File: src/rtl/seg7_scan_ctrl.sv
// Multiplexed common-anode seven-segment scan driver with hex decode, decimal points,
// leading-zero suppression and per-digit blinking; inputs are snapshotted once per frame.
module seg7_scan_ctrl #(
    parameter int NUM_DIGITS   = 8,
    parameter int SCAN_DIV     = 100000,
    parameter int BLINK_FRAMES = 64
) (
    input  logic                    clk,
    input  logic                    rst,
    input  logic [4*NUM_DIGITS-1:0] number,
    input  logic [NUM_DIGITS-1:0]   dp,
    input  logic [NUM_DIGITS-1:0]   blink,
    input  logic                    blank_lz,
    output logic [NUM_DIGITS-1:0]   AN,
    output logic [7:0]              SEG,
    output logic                    frame_done
);

    localparam int SEL_W = (NUM_DIGITS > 1) ? $clog2(NUM_DIGITS) : 1;
    localparam int PRE_W = (SCAN_DIV > 1) ? $clog2(SCAN_DIV) : 1;
    localparam int FRM_W = (BLINK_FRAMES > 1) ? $clog2(BLINK_FRAMES) : 1;

    localparam logic [SEL_W-1:0] SEL_LAST = SEL_W'(NUM_DIGITS - 1);
    localparam logic [PRE_W-1:0] PRE_LAST = PRE_W'(SCAN_DIV - 1);
    localparam logic [FRM_W-1:0] FRM_LAST = FRM_W'(BLINK_FRAMES - 1);

    // Segment pattern g..a, active low.
    function automatic logic [6:0] hex_to_seg(input logic [3:0] h);
        logic [6:0] s;
        case (h)
            4'h0: s = 7'h40;
            4'h1: s = 7'h79;
            4'h2: s = 7'h24;
            4'h3: s = 7'h30;
            4'h4: s = 7'h19;
            4'h5: s = 7'h12;
            4'h6: s = 7'h02;
            4'h7: s = 7'h78;
            4'h8: s = 7'h00;
            4'h9: s = 7'h10;
            4'hA: s = 7'h08;
            4'hB: s = 7'h03;
            4'hC: s = 7'h46;
            4'hD: s = 7'h21;
            4'hE: s = 7'h06;
            default: s = 7'h0E;
        endcase
        return s;
    endfunction

    logic [PRE_W-1:0]        presc_p0;
    logic [SEL_W-1:0]        sel_p0;
    logic [FRM_W-1:0]        frm_cnt_p0;
    logic                    blink_phase_p0;
    logic                    primed;
    logic [4*NUM_DIGITS-1:0] sh_number_p0;
    logic [NUM_DIGITS-1:0]   sh_dp_p0;
    logic [NUM_DIGITS-1:0]   sh_blink_p0;
    logic                    sh_blank_lz_p0;
    logic [NUM_DIGITS-1:0]   an_p1;
    logic [7:0]              seg_p1;
    logic                    frame_done_p1;

    logic                    tick;
    logic                    frame_wrap;
    logic                    load;
    logic [NUM_DIGITS-1:0]   lead;
    logic                    above;
    logic [3:0]              nib;
    logic                    blank;
    logic [NUM_DIGITS-1:0]   an_d;
    logic [7:0]              seg_d;

    // The prescaler stays parked until the priming load so digit 0 gets a full slot.
    assign tick       = primed && (presc_p0 == PRE_LAST);
    assign frame_wrap = tick && (sel_p0 == SEL_LAST);
    assign load       = !primed || frame_wrap;

    // p0 -> p1: leading-zero chain, blanking and decode of the selected digit
    always_comb begin
        lead  = '0;
        above = 1'b1;
        for (int i = NUM_DIGITS - 1; i >= 0; i--) begin
            above   = above && (sh_number_p0[4*i +: 4] == 4'h0) && !sh_dp_p0[i];
            lead[i] = above;
        end
        lead[0] = 1'b0;

        nib   = sh_number_p0[{sel_p0, 2'b00} +: 4];
        blank = !primed
              || (sh_blank_lz_p0 && lead[sel_p0])
              || (sh_blink_p0[sel_p0] && blink_phase_p0);

        an_d  = '1;
        seg_d = 8'hFF;
        if (!blank) begin
            an_d[sel_p0] = 1'b0;
            seg_d        = {~sh_dp_p0[sel_p0], hex_to_seg(nib)};
        end
    end

    always_ff @(posedge clk) begin
        if (rst) begin
            presc_p0       <= '0;
            sel_p0         <= '0;
            frm_cnt_p0     <= '0;
            blink_phase_p0 <= 1'b0;
            primed         <= 1'b0;
            sh_number_p0   <= '0;
            sh_dp_p0       <= '0;
            sh_blink_p0    <= '0;
            sh_blank_lz_p0 <= 1'b0;
            an_p1          <= '1;
            seg_p1         <= 8'hFF;
            frame_done_p1  <= 1'b0;
        end else begin
            primed        <= 1'b1;
            frame_done_p1 <= frame_wrap;
            an_p1         <= an_d;
            seg_p1        <= seg_d;

            if (primed)
                presc_p0 <= tick ? '0 : presc_p0 + 1'b1;
            if (tick)
                sel_p0 <= (sel_p0 == SEL_LAST) ? '0 : sel_p0 + 1'b1;

            if (load) begin
                sh_number_p0   <= number;
                sh_dp_p0       <= dp;
                sh_blink_p0    <= blink;
                sh_blank_lz_p0 <= blank_lz;
            end

            if (frame_wrap) begin
                if (frm_cnt_p0 == FRM_LAST) begin
                    frm_cnt_p0     <= '0;
                    blink_phase_p0 <= ~blink_phase_p0;
                end else begin
                    frm_cnt_p0 <= frm_cnt_p0 + 1'b1;
                end
            end
        end
    end

    assign AN         = an_p1;
    assign SEG        = seg_p1;
    assign frame_done = frame_done_p1;

endmodule

File: config.mk
export PLATFORM = sky130hd
export DESIGN_NAME = seg7_scan_ctrl
export DESIGN_NICKNAME = d
export VERILOG_FILES = /design/src/rtl/seg7_scan_ctrl.sv
export SDC_FILE = /design/constraint.sdc
export NUM_CORES = 1
export LEC_CHECK = 0
export CAP_MARGIN = 20
export CORE_AREA = 2 2 114 116
export CTS_CLUSTER_SIZE = 14
export DETAILED_ROUTE_END_ITERATION = 7
export DIE_AREA = 0 0 116 118
export SYNTH_ARGS = -nofsm -noshare
export SYNTH_HDL_FRONTEND = slang
export SYNTH_SLANG_ARGS = --single-unit
File: constraint.sdc
create_clock -name clk -period 3.42 [get_ports clk]
set_input_delay 0.855 -clock clk [delete_from_list [all_inputs] [get_ports clk]]
set_output_delay 0.855 -clock clk [all_outputs]
set_load 0.03 [all_outputs]
==> Word level (Yosys, flattened, before mapping) <==
Memories as Yosys holds them, arrays and structs flattened. A register that Yosys moved wholly into a read port is not among the register bits.
Cells that the tools add are included.
Widths: inputs -> output; s select.
{ "op_classes": {"addsub": 3, "order_cmp": 2, "n_eq_ne": 3, "shift": 1, "n_mux": 12, "bitwise": 3, "n_reduce_logical": 38} }
{ "ops": {"columns": ["cell", "count"], "rows": [
  ["$shiftx 32x6->4", 1],
  ["$logic_not 4->1", 7],
  ["$logic_and 1x1->1", 18],
  ["$add 17x1->17 const B", 1],
  ["$eq 17x17->1 const B", 1],
  ["$mux 17", 1],
  ["$bmux 1 s3", 3],
  ["$logic_not 1->1", 8],
  ["$not 8->8", 1],
  ["$add 6x1->6 const B", 1],
  ["$eq 6x6->1 const B", 1],
  ["$mux 6", 1],
  ["$mux 1", 5],
  ["$lt 3x4->1 const B", 1],
  ["$add 3x1->3 const B", 1],
  ["$demux 1 s3", 1],
  ["$eq 3x3->1 const B", 1],
  ["$ge 3x1->1 const B", 1],
  ["$logic_or 1x1->1", 3],
  ["$mux 3", 1],
  ["$not 1->1", 2],
  ["$reduce_and 2->1", 1],
  ["$reduce_or 2->1", 1]
]} }
{ "word_totals": {"ff_bits": 94, "mem_bits_ro": 112, "in_bits": 51, "out_inout_bits": 17, "word_cells": 75, "n_memories": 1} }
{ "mem_list": {"columns": ["name", "words", "width", "read_ports", "rd_ports_with_merged_regs", "wr", "line", "rtl"], "rows": [
  ["(name not given)", 16, 7, 1, 1, 0, "30", "case (h)"]
]} }

==> Depth between registers and ports, before layout <==
Gate-level depths: netlist (run 1).
{ "logic_depth": {"depth_word": 20, "ltp_mapped": 11, "ltp_nobuf": 9} }

==> Least setup slack after synthesis (run 1) <==
No wires, ideal clock.
{ "synth_timing": {"path_kind": "reg-to-reg", "start": "reg sel_p0[1]", "end": "reg seg_p1[3], in the netlist SEG[3]", "setup_ns": 0.122, "arrival_time_ns": 2.052, "t_required_ns": 3.298, "path_slack_ns": 1.247, "path_stages_with_launch": 11, "n_path_buf": 2, "period_less_slack_ns": 2.173, "cell_sequence": "dfxtp_1 > buf_2 > clkbuf_1 > inv_1 > nand3_1 > o211a_1 > inv_1 > ha_1 > nor2b_1 > a211oi_1 > o21ai_1"} }
{ "synth_via": {"elab_chain_cells": 6, "word_cells_on_any_way": 10, "classes_between": "1 x shift; 4 x mux; 5 x reduce/logical"} }
{ "synth_rtl": {"columns": ["element", "line", "rtl"], "rows": [
  ["start: declaration", "52", "logic [SEL_W-1:0] sel_p0;"],
  ["start signal: assignment", "125", "sel_p0 <= (sel_p0 == SEL_LAST) ? '0 : sel_p0 + 1'b1;"],
  ["$bmux 1 s3", "91", "|| (sh_blank_lz_p0 && lead[sel_p0])"],
  ["$mux 1 (implied by the code)", "91", null],
  ["$logic_and 1x1->1", "91", null],
  ["$logic_or 1x1->1", "91", null],
  ["$logic_or 1x1->1", "92", "|| (sh_blink_p0[sel_p0] && blink_phase_p0);"],
  ["$reduce_or 2->1 (no line)", null, null],
  ["end: declaration", "61", "logic [7:0] seg_p1;"]
]} }
Several ways; a longest one is shown, not always the timed one. The select of a mux whose other input is x is not followed.
A chain may end at the register's enable or synchronous reset.

==> Worst setup path after layout (run 1) <==
{ "layout_timing": {"start": "reg sel_p0[0]", "end": "reg seg_p1[3], in the netlist SEG[3]"} }
The elaborated chain is that of the path after synthesis.

==> parameters.txt, run 1 <==
Parameter                              Value

Run status
  Result of the run ... complete, no violations

Power and ir drop
  Internal power summed over all cells ... just under 2 mW
  Power density over cell area ... between 400 and 500 nW/um2
  Power share of the combinational group ... 9.9%
  Post-route total power ... 2.47 mW
  Sw Pwr ... approximately 0.54 mW
  Leakage power summed over all cells ... ~2.1 nW
  Highest ir drop seen on vdd ... ~220 uV
  Switching share of power ... between 20% and 30%
  Proportion of power drawn by flip-flops and latches ... between 40% and 50%
  Power share of the clock group ... approximately 43%

Timing
  Count of final setup violators ... 0
  Setup total negative slack ... 0 ns
  Slew Limit Fails ... 0
  Final hold vios ... 0
  Worst clock skew ... approximately 0.008 ns
  Hold Worst Slack ... around 0.47 ns
  Max-slew headroom ... 54.4%
  Max frequency ... approximately 0.40 GHz
  RSZ-0062 raised after global routing ... false
  Tmin final ... between 2 and 3 ns
  Final Cycle Share ... 73.8%
  Slew at the pin with the worst max-slew slack ... about 0.68 ns
  Worst path setup slack after routing ... about 0.90 ns

Layout
  Share of post-route cells with drive strength above 1 ... under 10%
  Antenna diodes ... 0
  Nets ... 550
  Area Overhead vs Synth ... 26.6%
  Most used cells in the layout excluding fill and tap cells ... sky130_fd_sc_hd__dfxtp_1 (94), sky130_fd_sc_hd__nor2_1 (83), sky130_fd_sc_hd__clkdlybuf4s50_1 (66), sky130_fd_sc_hd__mux2i_1 (61), sky130_fd_sc_hd__nand2_1 (21)
  Most frequent standard cell in the layout excluding fill and tap cells ... sky130_fd_sc_hd__dfxtp_1
  Number of fill cells in the layout ... 1252

Min path
  Class of the tightest hold or removal check ... register to register
  Endpoint of the worst hold path ... frm_cnt_p0[5]$_SDFFE_PP0P_
  Launch point of the worst hold path ... frm_cnt_p0[5]$_SDFFE_PP0P_
  Cell depth of the worst min-delay path ... 2

Yosys
  Number of flops mapped to enable cells by yosys ... 0
  Yosys warning count ... 0
  Number of distinct library cell variants in the gate-level netlist after synthesis ... 51
  Syn nets ... 490
  Most frequently used flop master after synthesis ... sky130_fd_sc_hd__dfxtp_1
  Synth Register Bits ... 94
  Synth Instances ... 429
  Fraction of the yosys area taken by sequential cells ... between 40% and 50%
  Post-synthesis cell area ... between 4000 and 5000 um2
  Proportion of synthesized flip-flops having asynchronous set or reset ... 0%
  Synthesized area divided by synthesized cell count ... approximately 9.9 um2

Route
  TritonRoute pass-1 iters ... 4
  Total wire length ... a little over 9 mm
  Wire length per cell after detailed routing ... between 10 and 15 um
  Antenna-violating nets left ... 0
  Drt initial violations ... around 150
  Residual DRC ... 0
  Vias per cell ... roughly 4.8
  Via count ... 3176

Worst setup path
  Slowest stage cell, crit path ... sky130_fd_sc_hd__dfxtp_1
  Worst path arrival time ... 2.79 ns
  Critical path class ... register to register
  Worst R2R Path Depth ... 9
  Critical-path cell list ... buf_4 -> mux4_2 -> mux2_2 -> inv_1 -> ha_1 -> inv_1 -> mux2i_1 -> and2_1 -> o21ai_1
  CP peak stage delay ... 0.56 ns
  R2R Path Start ... sel_p0[0]$_SDFFE_PP0P_
  Startpoint type of the worst setup path ... register
  Critical path endpoint category ... register
  Most frequent CP cell ... sky130_fd_sc_hd__inv_1
  Largest fanout on the critical path ... 11
  R2R setup slack ... around 0.90 ns
  Endpoint of the worst register-to-register path ... SEG[3]$_SDFF_PP1_
  Data required time of the critical path ... around 3.7 ns

Clocking
  Count of hold buffers inserted by post-cts repair ... 0
  CTS Root Buffer Type ... sky130_fd_sc_hd__clkbuf_16
  Deepest clock path buffer count ... 2
  Clk sinks ... 94
  Number of instances resized during post-cts repair ... 0
  Clock buffers created by TritonCTS ... 9
  CTS H-tree depth ... 3
  Setup Fix Bufs, Post-CTS ... 0
  Clock tree from TritonCTS ... yes
  Insertion delay to the later sink of the worst-skew pair ... 0.34 ns
  Clock input transition at the sequential cells of the worst setup and hold paths ... 0.06 ns

Floorplanning
  Core ar. ... between 10000 and 15000 um2
  Standard-cell row count ... between 40 and 50
  Die Span X ... between 100 and 150 um
  Boundary Pins ... just under 70
  Initial Utilization ... 34.1%
  Chip height ... around 120 um
  Die area ... 13700 um2

Placed design
  Final GP Congestion ... between 0.8 and 0.9
  Half-perimeter wire length after placement ... 6.76 mm
  Port Buffer Count ... 67
  Worst slack, placed ... 0.880 ns

Run
  Count of max-cap constraint violations ... 0

Global routing
  Maximum number of pins on one net before global-route repair ... 50
  First-pass GRT wire length ... around 15 mm
  Antenna violations before repair ... 0
  Vias in the first global route ... ~3.2k
  GR Util All Layers ... 14.3%
  Overflow after GRT ... 0
kinds of logic after synthesis:
kind of cell / after synthesis / synth area share [%]
DFF: 94 / 44.4
adders and majority gates: 11 / 3.19
AOI/OAI and AO/OA: 33 / 5.49
muxes: 73 / 19.7
xor gates and xnor gates: 19 / 3.93
buffers and inverters: 33 / 4.01
and+or+nand+nor: 166 / 19.3
through the flow:
stage          util [%]  instance area (um2)  instances
2_1_floorplan         -                 4240        429
3_3_place_gp       40.7                 5050        650
3_5_place_dp       40.7                 5050        650
4_1_cts            43.2                 5370        666
5_1_grt            43.2                 5370        666
6_report           43.2                 5370        666
per-layer routing:
layer	global-route usage [%]	vias up	part of all wire (%)
met2	23.8	64	49
met3	2.73	7	4.1
li1	-	1616	-
met4	5.43	0	1.0
met5	0	-	0
met1	18.1	1489	46
cells in the mapped netlist (2+ instances only):
cell / n / area (um2)
sky130_fd_sc_hd__buf_2: 10 / 50.1
sky130_fd_sc_hd__ha_1: 10 / 125
sky130_fd_sc_hd__mux2_2: 4 / 45.0
sky130_fd_sc_hd__buf_6: 3 / 33.8
sky130_fd_sc_hd__or4_1: 6 / 45.0
sky130_fd_sc_hd__and2_1: 2 / 12.5
sky130_fd_sc_hd__o221ai_1: 3 / 26.3
sky130_fd_sc_hd__nor2b_1: 6 / 37.5
sky130_fd_sc_hd__nor4_1: 3 / 18.8
sky130_fd_sc_hd__nor2_1: 83 / 312
sky130_fd_sc_hd__nand4_1: 7 / 43.8
sky130_fd_sc_hd__nand3_1: 16 / 80.1
sky130_fd_sc_hd__and4_1: 3 / 26.3
sky130_fd_sc_hd__buf_4: 3 / 22.5
sky130_fd_sc_hd__o22ai_1: 2 / 12.5
sky130_fd_sc_hd__xnor2_1: 6 / 52.6
sky130_fd_sc_hd__mux4_2: 8 / 180
sky130_fd_sc_hd__a21oi_1: 10 / 50.1
sky130_fd_sc_hd__and3_1: 4 / 25.0
sky130_fd_sc_hd__nand2_1: 22 / 82.6
sky130_fd_sc_hd__a211oi_1: 3 / 22.5
sky130_fd_sc_hd__o21ai_0: 4 / 20.0
sky130_fd_sc_hd__nand2b_1: 4 / 25.0
sky130_fd_sc_hd__inv_1: 7 / 26.3
sky130_fd_sc_hd__dfxtp_1: 94 / 1880
sky130_fd_sc_hd__xor2_1: 13 / 114
sky130_fd_sc_hd__clkbuf_1: 8 / 30.0
sky130_fd_sc_hd__mux2i_1: 61 / 611
sky130_fd_sc_hd__buf_1: 2 / 7.51
critical path, delay by kind of cell, from the launching register on:
kind	cells	cell delay, ns
AOI/OAI and AO/OA	1	0.10
muxes	3	0.87
adders and majority gates	1	0.26
and+or+nand+nor	1	0.15
DFF	1	0.56
buffers and inverters	3	0.50
registers in the layout, indices dropped and copies added, names as in the netlist:
register and cells:
AN 8, SEG 8, sh_dp_p0 8, frm_cnt_p0 6, sh_blink_p0 8, sel_p0 3, primed 1, sh_blank_lz_p0 1
presc_p0 17, sh_number_p0 32, blink_phase_p0 1, frame_done 1
worst max path at each step:
stage / slack, ns / endpoint / depth (start not counted) / from
after floorplan: 1.25 / SEG[3]$_SDFF_PP1_ / 10 / sel_p0[1]$_SDFFE_PP0P_
after global placement: 0.97 / sh_number_p0[11]$_SDFFE_PP0P_ / 7 / sel_p0[1]$_SDFFE_PP0P_
after detailed placement: 0.88 / SEG[3]$_SDFF_PP1_ / 9 / sel_p0[0]$_SDFFE_PP0P_
after CTS: 0.86 / SEG[3]$_SDFF_PP1_ / 9 / sel_p0[0]$_SDFFE_PP0P_
after global routing: 0.70 / SEG[3]$_SDFF_PP1_ / 9 / sel_p0[0]$_SDFFE_PP0P_
final: 0.90 / SEG[3]$_SDFF_PP1_ / 9 / sel_p0[0]$_SDFFE_PP0P_
power groups by stage:
stage	Clock, mW	Combinational [mW]	Sequential, mW
2_1_floorplan	0	0.137	1.19
3_3_place_gp	0	0.244	1.19
3_5_place_dp	0	0.247	1.19
4_1_cts	1.09	0.248	1.17
5_1_grt	1.13	0.269	1.17
6_report	1.06	0.245	1.17
final cells by class:
| cell class | count | area (um2) | area share, % |
|---|---|---|---|
| flip-flops and latches | 94 | 1880 | 35.1 |
| clock buffers | 12 | 246 | 4.59 |
| clock inverters | 4 | 70.1 | 1.31 |
| well taps | 172 | 215 | 4.01 |
| repair buffers | 75 | 738 | 13.8 |
| inverters | 7 | 26.3 | 0.490 |
| multi-input cells | 302 | 2190 | 40.8 |
Power figures use the tool's default switching activity.
==> run 2, diff against run 1 <==
==> constraint.sdc (replaced) <==
create_clock -name clk -period 2.4 [get_ports clk]
set_input_delay 0.6 -clock clk [delete_from_list [all_inputs] [get_ports clk]]
set_output_delay 0.6 -clock clk [all_outputs]
set_load 0.03 [all_outputs]
==> parameters.txt, run 2 (synthesis gave the netlist of run 1 again) <==
Parameter                              Value

Worst setup path
  Worst path arrival time ... between 2 and 2.5 ns
  Worst path buffer plus inverter count ... 1
  Largest fanout on the critical path ... 24
  Critical-path cell list ... ha_1 -> nand4_2 -> nor4_4 -> nand3_1 -> nand2_2 -> clkbuf_16 -> mux2i_1 -> nor2_1
  Cell class contributing the biggest share of worst-path delay ... simple AND/OR/NAND/NOR gates
  Critical path endpoint category ... register
  Slowest stage cell, crit path ... sky130_fd_sc_hd__dfxtp_1
  Data required time of the critical path ... about 2.6 ns
  CP peak stage delay ... around 0.38 ns
  Critical path class ... register to register
  Startpoint type of the worst setup path ... register

Layout
  Largest Register ... sh_number_p0
  Share of post-route cells with drive strength above 1 ... 10.7%
  Biggest registers after layout ... sh_number_p0 (32), presc_p0 (17)
  Area Overhead vs Synth ... 27.9%
  Antenna diodes ... 0
  Nets ... 560
  Cell Count, Final, Fillers Out ... between 600 and 700
  Most used cells in the layout excluding fill and tap cells ... sky130_fd_sc_hd__dfxtp_1 (93), sky130_fd_sc_hd__nor2_1 (83), sky130_fd_sc_hd__clkdlybuf4s50_1 (66), sky130_fd_sc_hd__mux2i_1 (61), sky130_fd_sc_hd__nand2_1 (21)
  Most frequent standard cell in the layout excluding fill and tap cells ... sky130_fd_sc_hd__dfxtp_1
  Number of fill cells in the layout ... 1232
  Max FFs per register ... 32
  Core utilization of the finished layout ... a little over two fifths

Timing
  Max frequency ... about 0.45 GHz
  Count of final setup violators ... 0
  RSZ-0062 raised after global routing ... false
  Final hold vios ... 0
  Max-slew headroom ... approximately two thirds
  Final Cycle Share ... ~92%
  Tmin final ... between 2 and 2.5 ns
  Hold Worst Slack ... about 0.49 ns
  Slew at the pin with the worst max-slew slack ... around 0.5 ns
  Worst clock skew ... around 0.0073 ns
  Setup total negative slack ... 0 ns
  Slew Limit Fails ... 0

Route
  Vias per cell ... ~4.8
  Antenna-violating nets left ... 0
  Via count ... around 3.2k
  Drt initial violations ... ~160
  TritonRoute pass-1 iters ... 4
  Residual DRC ... 0
  Wire length per cell after detailed routing ... between 10 and 15 um
  Total wire length ... around 9.9 mm

Global routing
  Antenna violations before repair ... 0
  Overflow after GRT ... 0
  GR Util All Layers ... between 10 and 15%
  First-pass GRT wire length ... 15.7 mm
  Maximum number of pins on one net before global-route repair ... 50
  Vias in the first global route ... between 3k and 4k

Power and ir drop
  Leakage power summed over all cells ... ~2.2 nW
  Highest ir drop seen on vdd ... 334 uV
  Post-route total power ... 3.33 mW
  Power density over cell area ... 614 nW/um2

Clocking
  Clock tree from TritonCTS ... yes
  CTS Root Buffer Type ... sky130_fd_sc_hd__clkbuf_16
  Count of hold buffers inserted by post-cts repair ... 0
  Deepest clock path buffer count ... 2
  Clk sinks ... 94
  Clock buffers created by TritonCTS ... 9
  Clock input transition at the sequential cells of the worst setup and hold paths ... 0.06 ns
  CTS H-tree depth ... 3
  Insertion delay to the later sink of the worst-skew pair ... roughly 0.34 ns

Floorplanning
  Initial Utilization ... between 30% and 40%
  Standard-cell row count ... 41
  Core ar. ... 12400 um2
  Boundary Pins ... 68
  Die area ... ~14000 um2
  Chip height ... around 120 um
  Die Span X ... roughly 120 um

Run
  Count of max-cap constraint violations ... 0

Placed design
  Port Buffer Count ... 67
  Final GP Congestion ... approximately 0.8
  Half-perimeter wire length after placement ... between 7 and 8 mm
  Post-Place Cells ... ~660

Run status
  Result of the run ... complete, no violations

Min path
  Class of the tightest hold or removal check ... register to register
[run 2: cell types whose count changed in the layout (fill, tap and decap cells not counted)]
cell / previous run / this run
sky130_fd_sc_hd__clkinv_4: 0 / 1
sky130_fd_sc_hd__dfxtp_1: 94 / 93
sky130_fd_sc_hd__clkinvlp_4: 0 / 3
sky130_fd_sc_hd__buf_12: 1 / 0
sky130_fd_sc_hd__clkbuf_8: 1 / 0
sky130_fd_sc_hd__dfxtp_2: 0 / 1
sky130_fd_sc_hd__clkbuf_16: 9 / 10
sky130_fd_sc_hd__bufinv_16: 2 / 0
sky130_fd_sc_hd__buf_4: 7 / 16
sky130_fd_sc_hd__buf_16: 0 / 1
sky130_fd_sc_hd__clkinv_2: 2 / 1
[run 2: worst paths after layout]
kind         slack, ns                      endpoint                      from  depth (start not counted)
min               0.49      presc_p0[1]$_SDFFE_PP0P_  presc_p0[1]$_SDFFE_PP0P_                          2
max reg2reg       0.19  sh_number_p0[8]$_SDFFE_PP0P_  presc_p0[0]$_SDFFE_PP0P_                          8
min reg2reg       0.49      presc_p0[1]$_SDFFE_PP0P_  presc_p0[1]$_SDFFE_PP0P_                          2
max               0.19  sh_number_p0[8]$_SDFFE_PP0P_  presc_p0[0]$_SDFFE_PP0P_                          8
[run 2: metal layers]
metal | GRT usage (%) | vias to the layer above | part of all wire, %
met5 | 0 | - | 0
met1 | 17.8 | 1516 | 43
met2 | 25.0 | 71 | 52
met3 | 3.45 | 9 | 4.3
li1 | - | 1641 | -
met4 | 4.02 | 0 | 1.1
[run 2: cell type report]
class	instances	area (um2)	share of cell area, %
clock inverters	5	36.3	0.669
inverters	7	26.3	0.485
flip-flops and latches	94	1880	34.7
multi-input cells	302	2190	40.4
clock buffers	11	233	4.29
well taps	172	215	3.97
repair buffers	85	838	15.5
[run 2: timing repair]
item,4_1_cts,5_1_grt
setup endpoints to repair,0,51
resized for setup,0,2
buffers inserted,0,0
[run 2: per-stage QoR]
step	setup slack, ns	instance area (um2)
2_1_floorplan	0.227	4240
3_3_place_gp	0.140	5120
3_5_place_dp	0.0825	5120
4_1_cts	0.0606	5390
5_1_grt	0.0153	5420
6_report	0.194	5420
[run 2: worst reg2reg max path, cell delays in order (launching register included)]
cell,delay [ns]
sky130_fd_sc_hd__dfxtp_1,0.38
sky130_fd_sc_hd__ha_1,0.23
sky130_fd_sc_hd__nand4_2,0.17
sky130_fd_sc_hd__nor4_4,0.31
sky130_fd_sc_hd__nand3_1,0.24
sky130_fd_sc_hd__nand2_2,0.22
sky130_fd_sc_hd__clkbuf_16,0.27
sky130_fd_sc_hd__mux2i_1,0.22
sky130_fd_sc_hd__nor2_1,0.05
[run 2: where the power goes]
part           switching [mW]  total (mW)  internal, mW
sequential             0.0454        1.67          1.62
clock                   0.598        1.30         0.703
combinational           0.162       0.361         0.199
total                   0.806        3.33          2.52
